<file path="src/rtl/fdt_act_pkg.sv">
// Shared types and helpers for the FDT activation arbiter: FSM states,
// lane geometry and the negative-lane counter used by the statistics path.
package fdt_act_pkg;

   typedef enum logic {
      S_IDLE = 1'b0,
      S_LOCK = 1'b1
   } state_t;

   localparam int LANES  = 8;
   localparam int ZCNT_W = 32;

   // Number of set sign bits in one beat, i.e. lanes that ReLU clamps to zero.
   function automatic logic [3:0] lane_count(input logic [LANES-1:0] signs);
      logic [3:0] n;
      n = '0;
      for (int i = 0; i < LANES; i++) begin
         n = n + {3'b000, signs[i]};
      end
      return n;
   endfunction

endpackage

</file>
<file path="src/rtl/fdt_act_rr_pick.sv">
// Combinational round-robin pick: first requester with valid set, searching
// upward from the pointer with wrap-around.
module fdt_act_rr_pick #(
   parameter int NREQ = 2,
   parameter int IDW  = $clog2(NREQ)
) (
   input  logic [NREQ-1:0] i_req,
   input  logic [IDW-1:0]  i_rr,
   output logic [IDW-1:0]  o_grant,
   output logic            o_any
);

   always_comb begin
      int idx;
      // NOTE: every output gets a default before the loop so no path leaves it unassigned (no latch).
      o_grant = '0;
      o_any   = 1'b0;
      idx     = 0;
      for (int i = 0; i < NREQ; i++) begin
         idx = int'(i_rr) + i;
         if (idx >= NREQ) idx = idx - NREQ;
         if (!o_any && i_req[idx]) begin
            o_any   = 1'b1;
            o_grant = IDW'(idx);
         end
      end
   end

endmodule

</file>
<file path="src/rtl/fdt_act_arb.sv">
// Burst-granular round-robin share of one 8-lane ReLU stage with a registered
// valid/ready output. Define FDT_ACT_STAT_EN to enable the clamped-lane counter.
module fdt_act_arb
   import fdt_act_pkg::*;
#(
   parameter int DW   = 8,
   parameter int NREQ = 2,
   parameter int IDW  = $clog2(NREQ)
) (
   input  logic                               clk,
   input  logic                               rst_n,
   input  logic [NREQ-1:0]                    req_vld,
   output logic [NREQ-1:0]                    req_rdy,
   input  logic [NREQ-1:0][LANES-1:0][DW-1:0] req_data,
   input  logic [NREQ-1:0]                    req_last,
   output logic                               out_vld,
   input  logic                               out_rdy,
   output logic [LANES-1:0][DW-1:0]           out_data,
   output logic                               out_last,
   output logic [IDW-1:0]                     out_id,
   input  logic                               stat_clr,
   output logic [ZCNT_W-1:0]                  zero_cnt
);

   state_t                   r_state;
   logic [IDW-1:0]           r_own;
   logic [IDW-1:0]           r_rr;
   logic                     r_out_vld;
   logic [LANES-1:0][DW-1:0] r_out_data;
   logic                     r_out_last;
   logic [IDW-1:0]           r_out_id;

   logic [IDW-1:0]           w_pick;
   logic                     w_any;
   logic [IDW-1:0]           w_gnt;
   logic                     w_gnt_vld;
   logic                     w_pr;
   logic                     w_acc;
   logic                     w_last;
   logic [LANES-1:0][DW-1:0] w_sel;
   logic [LANES-1:0][DW-1:0] w_relu;

   fdt_act_rr_pick #(.NREQ(NREQ), .IDW(IDW)) u_pick (
      .i_req   (req_vld),
      .i_rr    (r_rr),
      .o_grant (w_pick),
      .o_any   (w_any)
   );

   // The output stage can take a beat whenever it is empty or draining this cycle.
   assign w_pr      = !r_out_vld || out_rdy;
   assign w_gnt     = (r_state == S_LOCK) ? r_own : w_pick;
   assign w_gnt_vld = (r_state == S_LOCK) ? req_vld[r_own] : w_any;
   assign w_acc     = w_gnt_vld && w_pr;
   assign w_sel     = req_data[w_gnt];
   assign w_last    = req_last[w_gnt];

   always_comb begin
      req_rdy = '0;
      if (r_state == S_LOCK || w_any) req_rdy[w_gnt] = w_pr;
   end

   always_comb begin
      w_relu = '0;
      for (int l = 0; l < LANES; l++) begin
         w_relu[l] = w_sel[l][DW-1] ? '0 : w_sel[l];
      end
   end

   function automatic logic [IDW-1:0] next_idx(input logic [IDW-1:0] idx);
      return (idx == IDW'(NREQ - 1)) ? '0 : idx + IDW'(1);
   endfunction

   // IDLE arbitrates every cycle; LOCK pins the grant until the owner's last beat.
   always_ff @(posedge clk or negedge rst_n) begin
      if (!rst_n) begin
         r_state <= S_IDLE;
         r_own   <= '0;
         r_rr    <= '0;
      end else if (w_acc) begin
         // NOTE: state registers use non-blocking assignment so every flop samples pre-edge values.
         case (r_state)
            S_IDLE: begin
               if (w_last) begin
                  r_rr <= next_idx(w_gnt);
               end else begin
                  r_state <= S_LOCK;
                  r_own   <= w_gnt;
               end
            end
            S_LOCK: begin
               if (w_last) begin
                  r_state <= S_IDLE;
                  r_rr    <= next_idx(r_own);
               end
            end
            default: r_state <= S_IDLE;
         endcase
      end
   end

   always_ff @(posedge clk or negedge rst_n) begin
      if (!rst_n) begin
         // NOTE: the data register is reset as well because its idle value is observable on out_data.
         r_out_vld  <= 1'b0;
         r_out_data <= '0;
         r_out_last <= 1'b0;
         r_out_id   <= '0;
      end else if (w_acc) begin
         r_out_vld  <= 1'b1;
         r_out_data <= w_relu;
         r_out_last <= w_last;
         r_out_id   <= w_gnt;
      end else if (out_rdy) begin
         r_out_vld  <= 1'b0;
      end
   end

   assign out_vld  = r_out_vld;
   assign out_data = r_out_data;
   assign out_last = r_out_last;
   assign out_id   = r_out_id;

`ifdef FDT_ACT_STAT_EN
   logic [LANES-1:0]  w_sign;
   logic [3:0]        w_neg;
   logic [ZCNT_W:0]   w_sum;
   logic [ZCNT_W-1:0] r_zero_cnt;

   always_comb begin
      w_sign = '0;
      for (int l = 0; l < LANES; l++) begin
         w_sign[l] = w_sel[l][DW-1];
      end
   end

   assign w_neg = lane_count(w_sign);
   assign w_sum = {1'b0, r_zero_cnt} + (ZCNT_W + 1)'(w_neg);

   // A clear that coincides with an accepted beat restarts from that beat's count.
   always_ff @(posedge clk or negedge rst_n) begin
      if (!rst_n) begin
         r_zero_cnt <= '0;
      end else if (stat_clr) begin
         r_zero_cnt <= w_acc ? ZCNT_W'(w_neg) : '0;
      end else if (w_acc) begin
         r_zero_cnt <= w_sum[ZCNT_W] ? '1 : w_sum[ZCNT_W-1:0];
      end
   end

   assign zero_cnt = r_zero_cnt;
`else
   logic w_unused_stat;
   assign w_unused_stat = stat_clr;
   assign zero_cnt      = '0;
`endif

endmodule

</file>
<file path="config.mk">
export PLATFORM = sky130hd
export DESIGN_NAME = fdt_act_arb
export DESIGN_NICKNAME = d
export VERILOG_FILES = /design/src/rtl/fdt_act_pkg.sv /design/src/rtl/fdt_act_rr_pick.sv /design/src/rtl/fdt_act_arb.sv
export SDC_FILE = /design/constraint.sdc
export NUM_CORES = 1
export LEC_CHECK = 0
export BUFFER_PORTS_ARGS = -buffer_cell sky130_fd_sc_hd__buf_2
export CORE_MARGIN = 2
export CORE_UTILIZATION = 43
export CTS_BUF_LIST = sky130_fd_sc_hd__clkbuf_8 sky130_fd_sc_hd__clkbuf_16
export CTS_CLUSTER_DIAMETER = 150
export DETAILED_ROUTE_END_ITERATION = 8
export PLACE_DENSITY = 0.89
export SYNTH_ARGS = -nofsm -noshare
export SYNTH_HDL_FRONTEND = slang
export SYNTH_SLANG_ARGS = --single-unit
</file>
<file path="constraint.sdc">
create_clock -name clk -period 2.2 [get_ports clk]
set_input_delay 0.33 -clock clk [delete_from_list [all_inputs] [get_ports clk]]
set_output_delay 0.33 -clock clk [all_outputs]
set_load 0.05 [all_outputs]
</file>
==> results.json <==
{
  "cts_tree": "built",
  "clock_latency_ns": 0.33,
  "finalCritPeriodShare_pct": 95.19,
  "crit_required_ns": 1.87,
  "grt_max_degree": 67,
  "cap_violations": 0,
  "cts_buffers": 9,
  "period_minus_slack_ns": 2.094,
  "grtUsageTotal_pct": 20.03,
  "finalSetupViolations": 0,
  "synth_edf_count": 0,
  "port_buffers": 195,
  "firstDrtPassIters": 5,
  "cts_hold_buf": 0,
  "grt_pass1_vias": 3197,
  "rsz0062_at_grt": "no",
  "synth_ff_type": "dfrtp_1",
  "synth_async_sr_flop_share_pct": 100.0,
  "synth.cell_area_mm2": 0.003645,
  "synthesis.area_per_instance_um2": 9.516,
  "grt_overflow": 0,
  "yosysSeqAreaShare_pct": 42.57,
  "fp.dieW_um": 96.07,
  "crit_arrival_ns": 1.76,
  "clock-skew-final_ns": 0.01075,
  "powerDensity_mw_per_mm2": 1582,
  "drt_wl_total_mm": 9.667,
  "leakagePower_nw": 2.287,
  "nets": 705,
  "drive_gt1_share_pct": 39.37,
  "ant_nets": 0,
  "setup_tns_ns": 0,
  "max-slew-margin-rel_pct": 55.34,
  "max_freq_ghz": 0.4775,
  "clock_path_buffers": 2,
  "drt_iter0_drc": 96,
  "pre_cts_ws_ns": 0.2730,
  "status": "finished clean",
  "die_y_um": 96.07,
  "clkSlewWorstSetupHoldPaths_ns": 0.07,
  "slew_viol_final": 0,
  "synth_seq_cells": 62,
  "tightest_slew_ns": 0.6699,
  "antenna_found_initial": 0,
  "place.gp.congestion": 0.8466,
  "ys_warn_count": 0,
  "wl_per_cell_um": 14.24,
  "start_util_pct": 44.36,
  "viasPerCell": 5.097,
  "vias": 3461,
  "hold_viol": 0,
  "crit_fanout": 66,
  "cts_root_buf": "clkbuf_8",
  "critPathKind": "register to primary output",
  "grt_pass1_wl_mm": 14.56,
  "worstSetupEndpointType": "primary output",
  "synth_cells": 383,
  "core_mm2": 0.008217,
  "dieArea_mm2": 0.009228,
  "hp-class": "primary input to asynchronous set/reset pin",
  "clock_sinks": 62,
  "fp-row-count": 33,
  "boundaryPins": 237,
  "syn_to_final_growth_pct": 31.45,
  "ys_types": 29,
  "dpl.hpwl_mm": 7.408,
  "diodes": 0,
  "setup_ws_ns": 0.1058,
  "cts_max_level": 3,
  "drcViolationCount": 0,
  "final_common_cell": "buf_2",
  "final_cell_mix": "buf_2 (194), dfrtp_1 (62), nor2_1 (58), nand3b_1 (56), a31oi_1 (56)",
  "startpoint_type": "register",
  "irDropWorstVdd_uv": 1365
}
==> stage by stage <==
stage	hold WS (ns)	cell area, um^2	power [W]	utilization [%]	instances
after global placement	0.4034	4588	0.006493	55.84	663
after detailed placement	0.4008	4588	0.006620	55.84	663
final	0.03233	4791	0.007580	58.31	679
after CTS	0.03630	4788	0.007637	58.28	679
after floorplan	0.03441	3794	0.005567	-	422
after global routing	0.06798	4791	0.008054	58.31	679
==> where the power goes <==
group / total (W) / internal (W) / switching, W
clock: 0.000990 / 0.000575 / 0.000415
sequential: 0.00204 / 0.00172 / 0.000322
combinational: 0.00455 / 0.00115 / 0.00341
==> worst max-delay path, stage by stage (launching register included) <==
cell and delay (ns):
dfrtp_1 0.46, nor2b_1 0.17, a22o_4 0.15, buf_12 0.23, nor2b_2 0.19, clkbuf_4 0.23
==> sequential cells by signal, indices dropped and copies added, names as in the netlist <==
name      flops
out_data     56
out_id        1
out_vld       1
out_last      1
r_rr          1
r_own         1
r_state       1
==> Yosys cell counts (2+ instances only) <==
cell	instances	area, um^2
a21oi_1	3	15.01
a31oi_1	56	350.3
buf_2	8	40.04
buf_4	40	300.3
clkbuf_1	12	45.04
clkbuf_2	4	20.02
dfrtp_1	62	1551
inv_1	2	7.510
mux2_2	2	22.52
nand2_1	5	18.77
nand3b_1	56	420.4
nor2_1	58	217.7
nor2b_1	3	18.77
o21ai_0	2	10.01
or2_2	2	12.51
or3b_1	54	473.0
or3b_2	2	17.52
==> logic make-up (layout without fill, tap and decap cells) <==
family / after synthesis / count (layout) / share of synthesized area, %
buffers and inverters: 67 / 219 / 11.64
flip-flops: 62 / 62 / 42.57
AO/OA/AOI/OAI: 67 / 67 / 12.05
multiplexers: 2 / 2 / 0.6179
AND/OR/NAND/NOR: 184 / 184 / 33.02
other: 1 / 40 / 0.1029
==> layout make-up <==
| type | count | area, um^2 |
|---|---|---|
| Timing Repair Buffer | 201 | 1074 |
| Tap cell | 105 | 131.4 |
| Clock inverter | 5 | 48.80 |
| Sequential cell | 62 | 1551 |
| Multi-Input combinational cell | 293 | 1827 |
| Fill cell | 727 | 3426 |
| Inverter | 2 | 7.507 |
| Clock buffer | 11 | 151.4 |
==> final timing paths <==
check | start | to | slack, ns | depth (start not counted)
worst max-delay path | r_state | req_rdy[1] | 0.11 | 5
worst min-delay path | rst_n | out_data[38] | 0.03 | 1
worst max register to register | r_state | out_last | 0.27 | 5
min in group clk | req_data[114] | out_data[50] | 0.27 | 3
max in group asynchronous | rst_n | out_data[29] | 1.53 | 2
worst min register to register | out_id | out_id | 0.48 | 2
==> metal layers <==
layer	up-vias	global-route usage [%]	share of wire [%]
met3	23	5.795	8.3
met1	1611	22.41	40
met4	0	8.690	2.2
met5	-	0	0
met2	147	35.24	50
li1	1680	-	-
==> repair_timing <==
item | in CTS | in global routing
gates resized for setup | 0 | 1
setup endpoints to repair | 0 | 1
buffers inserted | 0 | 0
Note: power is estimated with default switching activity, not from simulation.
